[config.mk]
export PLATFORM = sky130hd
export DESIGN_NAME = sampler
export DESIGN_NICKNAME = d
export VERILOG_FILES = /design/src/rtl/sampler.sv
export SDC_FILE = /design/constraint.sdc
export NUM_CORES = 2
export LEC_CHECK = 0
export ABC_AREA = 1
export CAP_MARGIN = 20
export CORE_MARGIN = 1.5
export CORE_UTILIZATION = 40
export CTS_CLUSTER_SIZE = 10
export DETAILED_ROUTE_END_ITERATION = 12
export PLACE_DENSITY_LB_ADDON = 0.12
export SLEW_MARGIN = 20
export SYNTH_ARGS = -nofsm -noshare
export SYNTH_HDL_FRONTEND = slang
export SYNTH_SLANG_ARGS = --single-unit
[constraint.sdc]
create_clock -name i_clock -period 6.5 [get_ports i_clock]
set_input_delay 1.3 -clock i_clock [delete_from_list [all_inputs] [get_ports i_clock]]
set_output_delay 1.3 -clock i_clock [all_outputs]
set_load 0.02 [all_outputs]
[src/rtl/sampler.sv]
// Gated ADC sample capture with integer decimation and a ready/valid
// drain toward a UART-style transmitter.  One capture per arm request:
// the gate's rising edge starts the capture, gate low or a full buffer
// ends it, and the stored samples are then streamed out oldest first.
module sampler #(
    parameter int DATA_SIZE    = 8,
    parameter int BUFFER_DEPTH = 256
) (
    input  logic                 i_clock,
    input  logic                 i_reset,
    input  logic [DATA_SIZE-1:0] i_data,
    input  logic                 i_adc_init,
    input  logic                 i_gate,
    input  logic                 i_sample,
    input  logic                 i_cmd_decim,
    input  logic [3:0]           i_cmd_param,
    input  logic                 i_next,
    output logic [DATA_SIZE-1:0] o_data,
    output logic                 o_valid,
    output logic                 o_idle
);

    localparam int AW    = $clog2(BUFFER_DEPTH);
    localparam int CNT_W = AW + 1;
    localparam logic [CNT_W-1:0] FULL = CNT_W'(BUFFER_DEPTH);

    typedef enum logic [1:0] {IDLE, ARMED, CAPTURE, SEND} state_t;

    state_t               state_q, state_d;
    logic                 gate_q;
    logic [3:0]           decim_q, decim_d;
    logic [3:0]           phase_q, phase_d;
    logic [CNT_W-1:0]     count_q, count_d;
    logic [CNT_W-1:0]     rd_ptr_q, rd_ptr_d;
    logic [DATA_SIZE-1:0] data_q, data_d;
    logic                 valid_q, valid_d;

    logic                 wr_en;
    logic [AW-1:0]        wr_addr;
    logic [DATA_SIZE-1:0] mem [BUFFER_DEPTH];

    logic                 gate_rise;
    logic [3:0]           phase_step;

    assign gate_rise  = i_gate & ~gate_q;
    // Decimation phase advances modulo R = P+1; phase 0 is a write slot.
    assign phase_step = (phase_q == decim_q) ? 4'd0 : phase_q + 4'd1;

    // Next-state, buffer write control and output stream logic.
    always_comb begin
        state_d  = state_q;
        decim_d  = decim_q;
        phase_d  = phase_q;
        count_d  = count_q;
        rd_ptr_d = rd_ptr_q;
        data_d   = data_q;
        valid_d  = valid_q;
        wr_en    = 1'b0;
        wr_addr  = count_q[AW-1:0];

        case (state_q)
            IDLE: begin
                phase_d = 4'd0;
                if (i_cmd_decim) begin
                    decim_d = i_cmd_param;
                end
                if (i_sample && i_adc_init) begin
                    state_d  = ARMED;
                    count_d  = '0;
                    rd_ptr_d = '0;
                end
            end
            ARMED: begin
                if (!i_adc_init) begin
                    state_d = IDLE;
                end else if (gate_rise) begin
                    // The edge sample itself is the first write (phase 0).
                    wr_en   = 1'b1;
                    wr_addr = '0;
                    count_d = CNT_W'(1);
                    phase_d = phase_step;
                    state_d = CAPTURE;
                end
            end
            CAPTURE: begin
                if (!i_adc_init) begin
                    state_d = IDLE;
                end else if (!i_gate || count_q == FULL) begin
                    state_d  = SEND;
                    rd_ptr_d = '0;
                end else begin
                    if (phase_q == 4'd0) begin
                        wr_en   = 1'b1;
                        count_d = count_q + CNT_W'(1);
                    end
                    phase_d = phase_step;
                end
            end
            SEND: begin
                // Load a new word when the output slot is empty or just taken.
                if (!valid_q || i_next) begin
                    if (rd_ptr_q != count_q) begin
                        data_d   = mem[rd_ptr_q[AW-1:0]];
                        valid_d  = 1'b1;
                        rd_ptr_d = rd_ptr_q + CNT_W'(1);
                    end else begin
                        valid_d = 1'b0;
                        state_d = IDLE;
                    end
                end
            end
            default: begin
                state_d = IDLE;
            end
        endcase
    end

    // Control and output registers with synchronous active-low reset.
    always_ff @(posedge i_clock) begin
        if (!i_reset) begin
            state_q  <= IDLE;
            gate_q   <= 1'b0;
            decim_q  <= 4'd0;
            phase_q  <= 4'd0;
            count_q  <= '0;
            rd_ptr_q <= '0;
            data_q   <= '0;
            valid_q  <= 1'b0;
        end else begin
            state_q  <= state_d;
            gate_q   <= i_gate;
            decim_q  <= decim_d;
            phase_q  <= phase_d;
            count_q  <= count_d;
            rd_ptr_q <= rd_ptr_d;
            data_q   <= data_d;
            valid_q  <= valid_d;
        end
    end

    // Capture buffer write port; contents need no reset.
    always_ff @(posedge i_clock) begin
        if (wr_en) begin
            mem[wr_addr] <= i_data;
        end
    end

    assign o_data  = data_q;
    assign o_valid = valid_q;
    assign o_idle  = (state_q == IDLE);

endmodule

# After elaboration in Yosys (flattened, before gate mapping)
# Memories as Yosys holds them, arrays and structs flattened. A register that Yosys moved wholly into a read port is not among the register bits.
# Index checks and enable logic that the tools add are counted.
[totals] reg_bits=30 mem_bits_rw=2048 output_inout_bits=10 elab_cells=86 memories=1
[op_classes] add_sub_neg=3 eq_ne=18 muxes=38 bitwise_logic=2 reduce_logical=17
[memory_table] name="mem" depth=256 word_bits=8 rd=1 rd_clocked_by_memory_dff=1 write_ports=1 line_no="40" text="logic [DATA_SIZE-1:0] mem [BUFFER_DEPTH];"
[op_table] operator="$mux 9" count=10
[op_table] operator="$pmux 9 s3" count=2
[op_table] operator="$mux 8" count=3
[op_table] operator="$mux 4" count=5
[op_table] operator="$add 9x1->9 const B" count=2
[op_table] operator="$ne 2x2->1 const B" count=9
[op_table] operator="$mux 2" count=7
[op_table] operator="$pmux 4 s3" count=1
[op_table] operator="$reduce_and 5->1" count=2
[op_table] operator="$eq 9x9->1 const B" count=1
[op_table] operator="$ne 9x9->1" count=1
[op_table] operator="$mux 1" count=8
[op_table] operator="$pmux 2 s4" count=1
[op_table] operator="$reduce_and 7->1" count=1
[op_table] operator="$ne 3x3->1 const B" count=2
[op_table] operator="$reduce_and 6->1" count=1
[op_table] operator="$reduce_bool 3->1" count=2
[op_table] operator="$add 4x1->4 const B" count=1
[op_table] operator="$eq 2x2->1 const B" count=2
[op_table] operator="$eq 4x4->1" count=1
[op_table] operator="$logic_not 4->1" count=1
[op_table] operator="$reduce_and 2->1" count=2
[op_table] operator="$logic_not 1->1" count=3
[op_table] operator="$reduce_and 3->1" count=1
[op_table] operator="8 further kinds" count=9

# Depth between registers and ports, before layout
[depth] word_depth=7 mapped_depth=21 ltp_nobuf=17

# Least setup slack after synthesis
# Ideal clock, no wire load.
[synth_path] path_type="input-to-reg" startpoint="input i_adc_init" endpoint="memory mem[104][0], enable pin" setup_ns=0.370 arrival_ns=2.898 t_required_ns=6.130 slack_ns=3.232 stages=10 n_path_buf=2 cell_sequence="buf_2 > nand2_1 > nor2_2 > inv_2 > nand2_1 > nand2_1 > nor2_2 > nand2_1 > buf_2 > nor2_1"
[synth_via] elab_chain_cells=4 elab_cells_between_ends=7 classes_between="7 x mux"
[synth_rtl] item="from (decl)" line_no="12" text="input logic i_adc_init,"
[synth_rtl] item="$mux 1 (on tied branches)" line_no="86, 74"
[synth_rtl] item="$pmux 1 s2" line_no="61" text="case (state_q)"
[synth_rtl] item="$mux 1" line_no="143" text="if (wr_en) begin"
[synth_rtl] item="$mux 1 (not written as such)" line_no="144" text="mem[wr_addr] <= i_data;"
[synth_rtl] item="to (decl)" line_no="40"
# Parallel ways exist; a longest one is shown, timed or not.

# Final worst setup path
[layout_path] startpoint="input i_gate" endpoint="memory mem[164][1], enable pin"
[layout_via] elab_chain_cells=7 elab_cells_between_ends=13 classes_between="10 x mux; 1 x bitwise; 2 x reduce/logical"
[layout_rtl] item="from (decl)" line_no="13" text="input logic i_gate,"
[layout_rtl] item="$logic_not 1->1" line_no="88" text="end else if (!i_gate || count_q == FULL) begin"
[layout_rtl] item="$logic_or 1x1->1" line_no="88"
[layout_rtl] item="$mux 1" line_no="88"
[layout_rtl] item="$mux 1" line_no="86" text="if (!i_adc_init) begin"
[layout_rtl] item="$pmux 1 s2" line_no="61"
[layout_rtl] item="$mux 1" line_no="143"
[layout_rtl] item="$mux 1 (not written as such)" line_no="144"
# Parallel ways exist; a longest one is shown, timed or not.

==> results.cfg <==
[detailed_routing]
wirelength_mm = 259
firstDrtPassIters = 7
vias = 57600
viasPerCell = 5.27
wl_per_cell_um = 23.7
drtAntennaViolNets = 0
dr.first_iter.drc_count = 5394
drc_errors = 0

[sta]
hold_viol = 0
setup_viol = 0
rsz0062_at_grt = no
fin_crit_sh_pct = 68.6
final.min_clock_period_ns = 4.46
fin_hold_ws_ns = 0.504
tns_ns = 0
fmax_mhz = 224
tightestPinTransition_ns = 1.12
slew_headroom_pct = 25.4
slew_viol_final = 0
fin_skew_ns = 0.0820

[grt]
grt_max_degree = 193
groute.usage.overall_pct = 23.0
grt_pass1_wl_mm = 379
grt-ovfl-total = 0
antenna_found_initial = 7
grt_pass1_vias = 57400

[critical_path]
r2r_end = mem[164][1]
r2r_start = state_q[1]
arrival_ns = 4.91
worstSetupPathType = in -> reg
timing.reg2reg.setup_slack_ns = 2.52
required_ns = 6.95
cp_max_fo = 11
worst_setup_path_end_kind = flop
startpoint_type = input port
rr_worst_depth = 11

[synthesis]
synth_compound_area_share_pct = 4.96
synth_seq_cells = 2086
synth_top_family_by_area = simple AND/OR/NAND/NOR gates
synth_most_common_cell = edfxtp_1
synth_top_cells_by_area = edfxtp_1 (70%), nand2_1 (8.7%), nor2_1 (6.3%)
synth_flop_cell = edfxtp_1
ys_warn_count = 0
yosysUniqueCellTypes = 38
seq_area_frac_synth_pct = 70.9
yosys.area.top_type = edfxtp_1
netlist.area_leader.share_pct = 70.0
syn_inst = 8108
synthArstFlopShare_pct = 0
yosys.area_share.xor_xnor_pct = 0.180
synth_mux_area_share_pct = 0
syn-num-nets = 8137
syn_avg_cell_area_um2 = 10.8
synth_fa_ha_area_share_pct = 0.143
synth_common_cells = edfxtp_1 (2048), nand2_1 (2036), nor2_1 (1471), nand3_1 (619), o21ai_0 (588)
syn_area_um2 = 87800
yosys.area_share.simple_pct = 18.9
synth_edf_count = 2048

[worst_hold_path]
holdCritStartpoint = decim_q[1]
hold_depth = 2
worstHoldPathType = reg -> reg
hold_end = decim_q[1]

[die]
rows = 171
core_um2 = 218000
die_area_um2 = 222000
fp.dieH_um = 472
die_w_um = 472
ios = 29
initial_core_util_pct = 40.3

[finish]
nNetsFinal = 8018
area_delta_synth_final_pct = 10.4
register_area_um2 = 62300
multi_input_area_um2 = 21300
fillCellCount = 20400
drive_above_1_share_pct = 4.98

[clock_network]
post_cts_buffers = 0
clkLatencyLatePin_ns = 0.89
cts_buffer_depth = 3
cts.sinks = 2086
cts-root-buf = clkbuf_16
cts_buffers = 233
clkSlewWorstSetupHoldPaths_ns = 0.06
cts_resized = 0
hold_buffers = 0
cts_tree = yes
htreeDepth = 4

[placed_design]
io_buffers = 28
gp_congestion = 0.887
hpwl_mm = 148

[power_and_ir_drop]
power.density_nw_per_um2 = 337
p_leak_nw = 35.2
peakVddDrop_mv = 0.253

[status]
status = finished clean

[job]
maxCapViolations = 0
## area by class of cell
type                    count  area share (%)
flip-flops and latches   2086            64.3
diodes                      1         0.00258
multi-input cells        5028            22.0
clock buffers             294            6.31
clock inverters            29           0.341
well taps                2854            3.69
repair buffers            115            1.37
inverters                 525            2.07
## layer usage
layer | share of wire, % | global-route usage (%) | vias to the layer above
li1 | - | - | 27000
met1 | 44 | 31.4 | 28600
met2 | 47 | 37.4 | 1624
met3 | 5.6 | 3.64 | 406
met4 | 3.4 | 7.77 | 4
met5 | 0.010 | 0 | -
## registers in the layout, summed over array words and instances, names as in the netlist
| register | count |
|---|---|
| mem | 2048 |
| count_q | 9 |
| rd_ptr_q | 9 |
| o_data | 8 |
| decim_q | 4 |
| phase_q | 4 |
| state_q | 2 |
| gate_q | 1 |
| o_valid | 1 |
## layout by cell type, fill, tap and decap left out, types with 5 or more instances in the layout
| cell | count |
|---|---|
| a21oi_1 | 91 |
| buf_12 | 28 |
| buf_4 | 59 |
| buf_8 | 8 |
| clkbuf_1 | 58 |
| clkbuf_16 | 235 |
| clkdlybuf4s50_1 | 20 |
| clkinv_1 | 22 |
| clkinv_16 | 5 |
| dfxtp_1 | 34 |
| edfxtp_1 | 2048 |
| ha_1 | 10 |
| inv_1 | 508 |
| inv_2 | 5 |
| nand2_1 | 2030 |
| nand2_2 | 6 |
| nand3_1 | 618 |
| nand3_2 | 8 |
| nand4_1 | 5 |
| nor2_1 | 1469 |
| nor2_2 | 5 |
| nor3_1 | 10 |
| o211ai_1 | 66 |
| o21ai_0 | 588 |
| o21ai_1 | 54 |
| o22ai_1 | 16 |
| or2_2 | 16 |
| xnor2_1 | 8 |
| xor2_1 | 10 |
## cell families (layout without fill, tap and decap cells)
group | Yosys count | count (layout)
AOI/OAI and AO/OA | 826 | 826
xor gates and xnor gates | 18 | 18
adders and majority gates | 10 | 10
buffers and inverters | 994 | 963
DFF | 2086 | 2086
other | 0 | 1
and+or+nand+nor | 4174 | 4174
## report_power, final
part | internal (mW) | total (mW) | switching, mW
sequential | 14.8 | 14.9 | 0.109
clock | 6.50 | 11.6 | 5.14
combinational | 1.60 | 6.12 | 4.52
total | 22.9 | 32.7 | 9.77
## worst max-delay path, stage by stage
cell	delay [ns]
clkdlybuf4s50_1	0.58
inv_1	0.06
nor2_1	0.14
inv_1	0.10
nor2_2	0.39
inv_2	0.17
nand2_1	0.13
nand2_1	0.07
nor2_2	0.26
nand2_2	0.66
buf_4	0.48
nor2_1	0.53
## how the worst max path moves through the flow
stage                from          end  slack [ns]  depth (start not counted)
2_1_floorplan  i_adc_init  mem[104][0]        3.23                         10
3_3_place_gp       i_gate  mem[228][3]        1.10                         12
3_5_place_dp       i_gate  mem[100][3]        1.20                         12
4_1_cts            i_gate  mem[164][1]        2.08                         12
5_1_grt            i_gate  mem[164][5]        1.91                         12
6_report           i_gate  mem[164][1]        2.04                         12
## stage by stage
stage | worst slack, ns | instances | cell area, um^2 | total power, mW | utilization [%]
final | 2.04 | 10900 | 96900 | 32.7 | 44.5
after global routing | 1.91 | 10900 | 96900 | 34.1 | 44.5
after CTS | 2.08 | 10900 | 96900 | 32.9 | 44.5
after detailed placement | 1.20 | 10600 | 90400 | 21.3 | 41.6
after global placement | 1.10 | 10600 | 90400 | 21.3 | 41.6
after floorplan | 3.23 | 8108 | 87800 | 19.5 | -
Power figures use the tool's default switching activity.
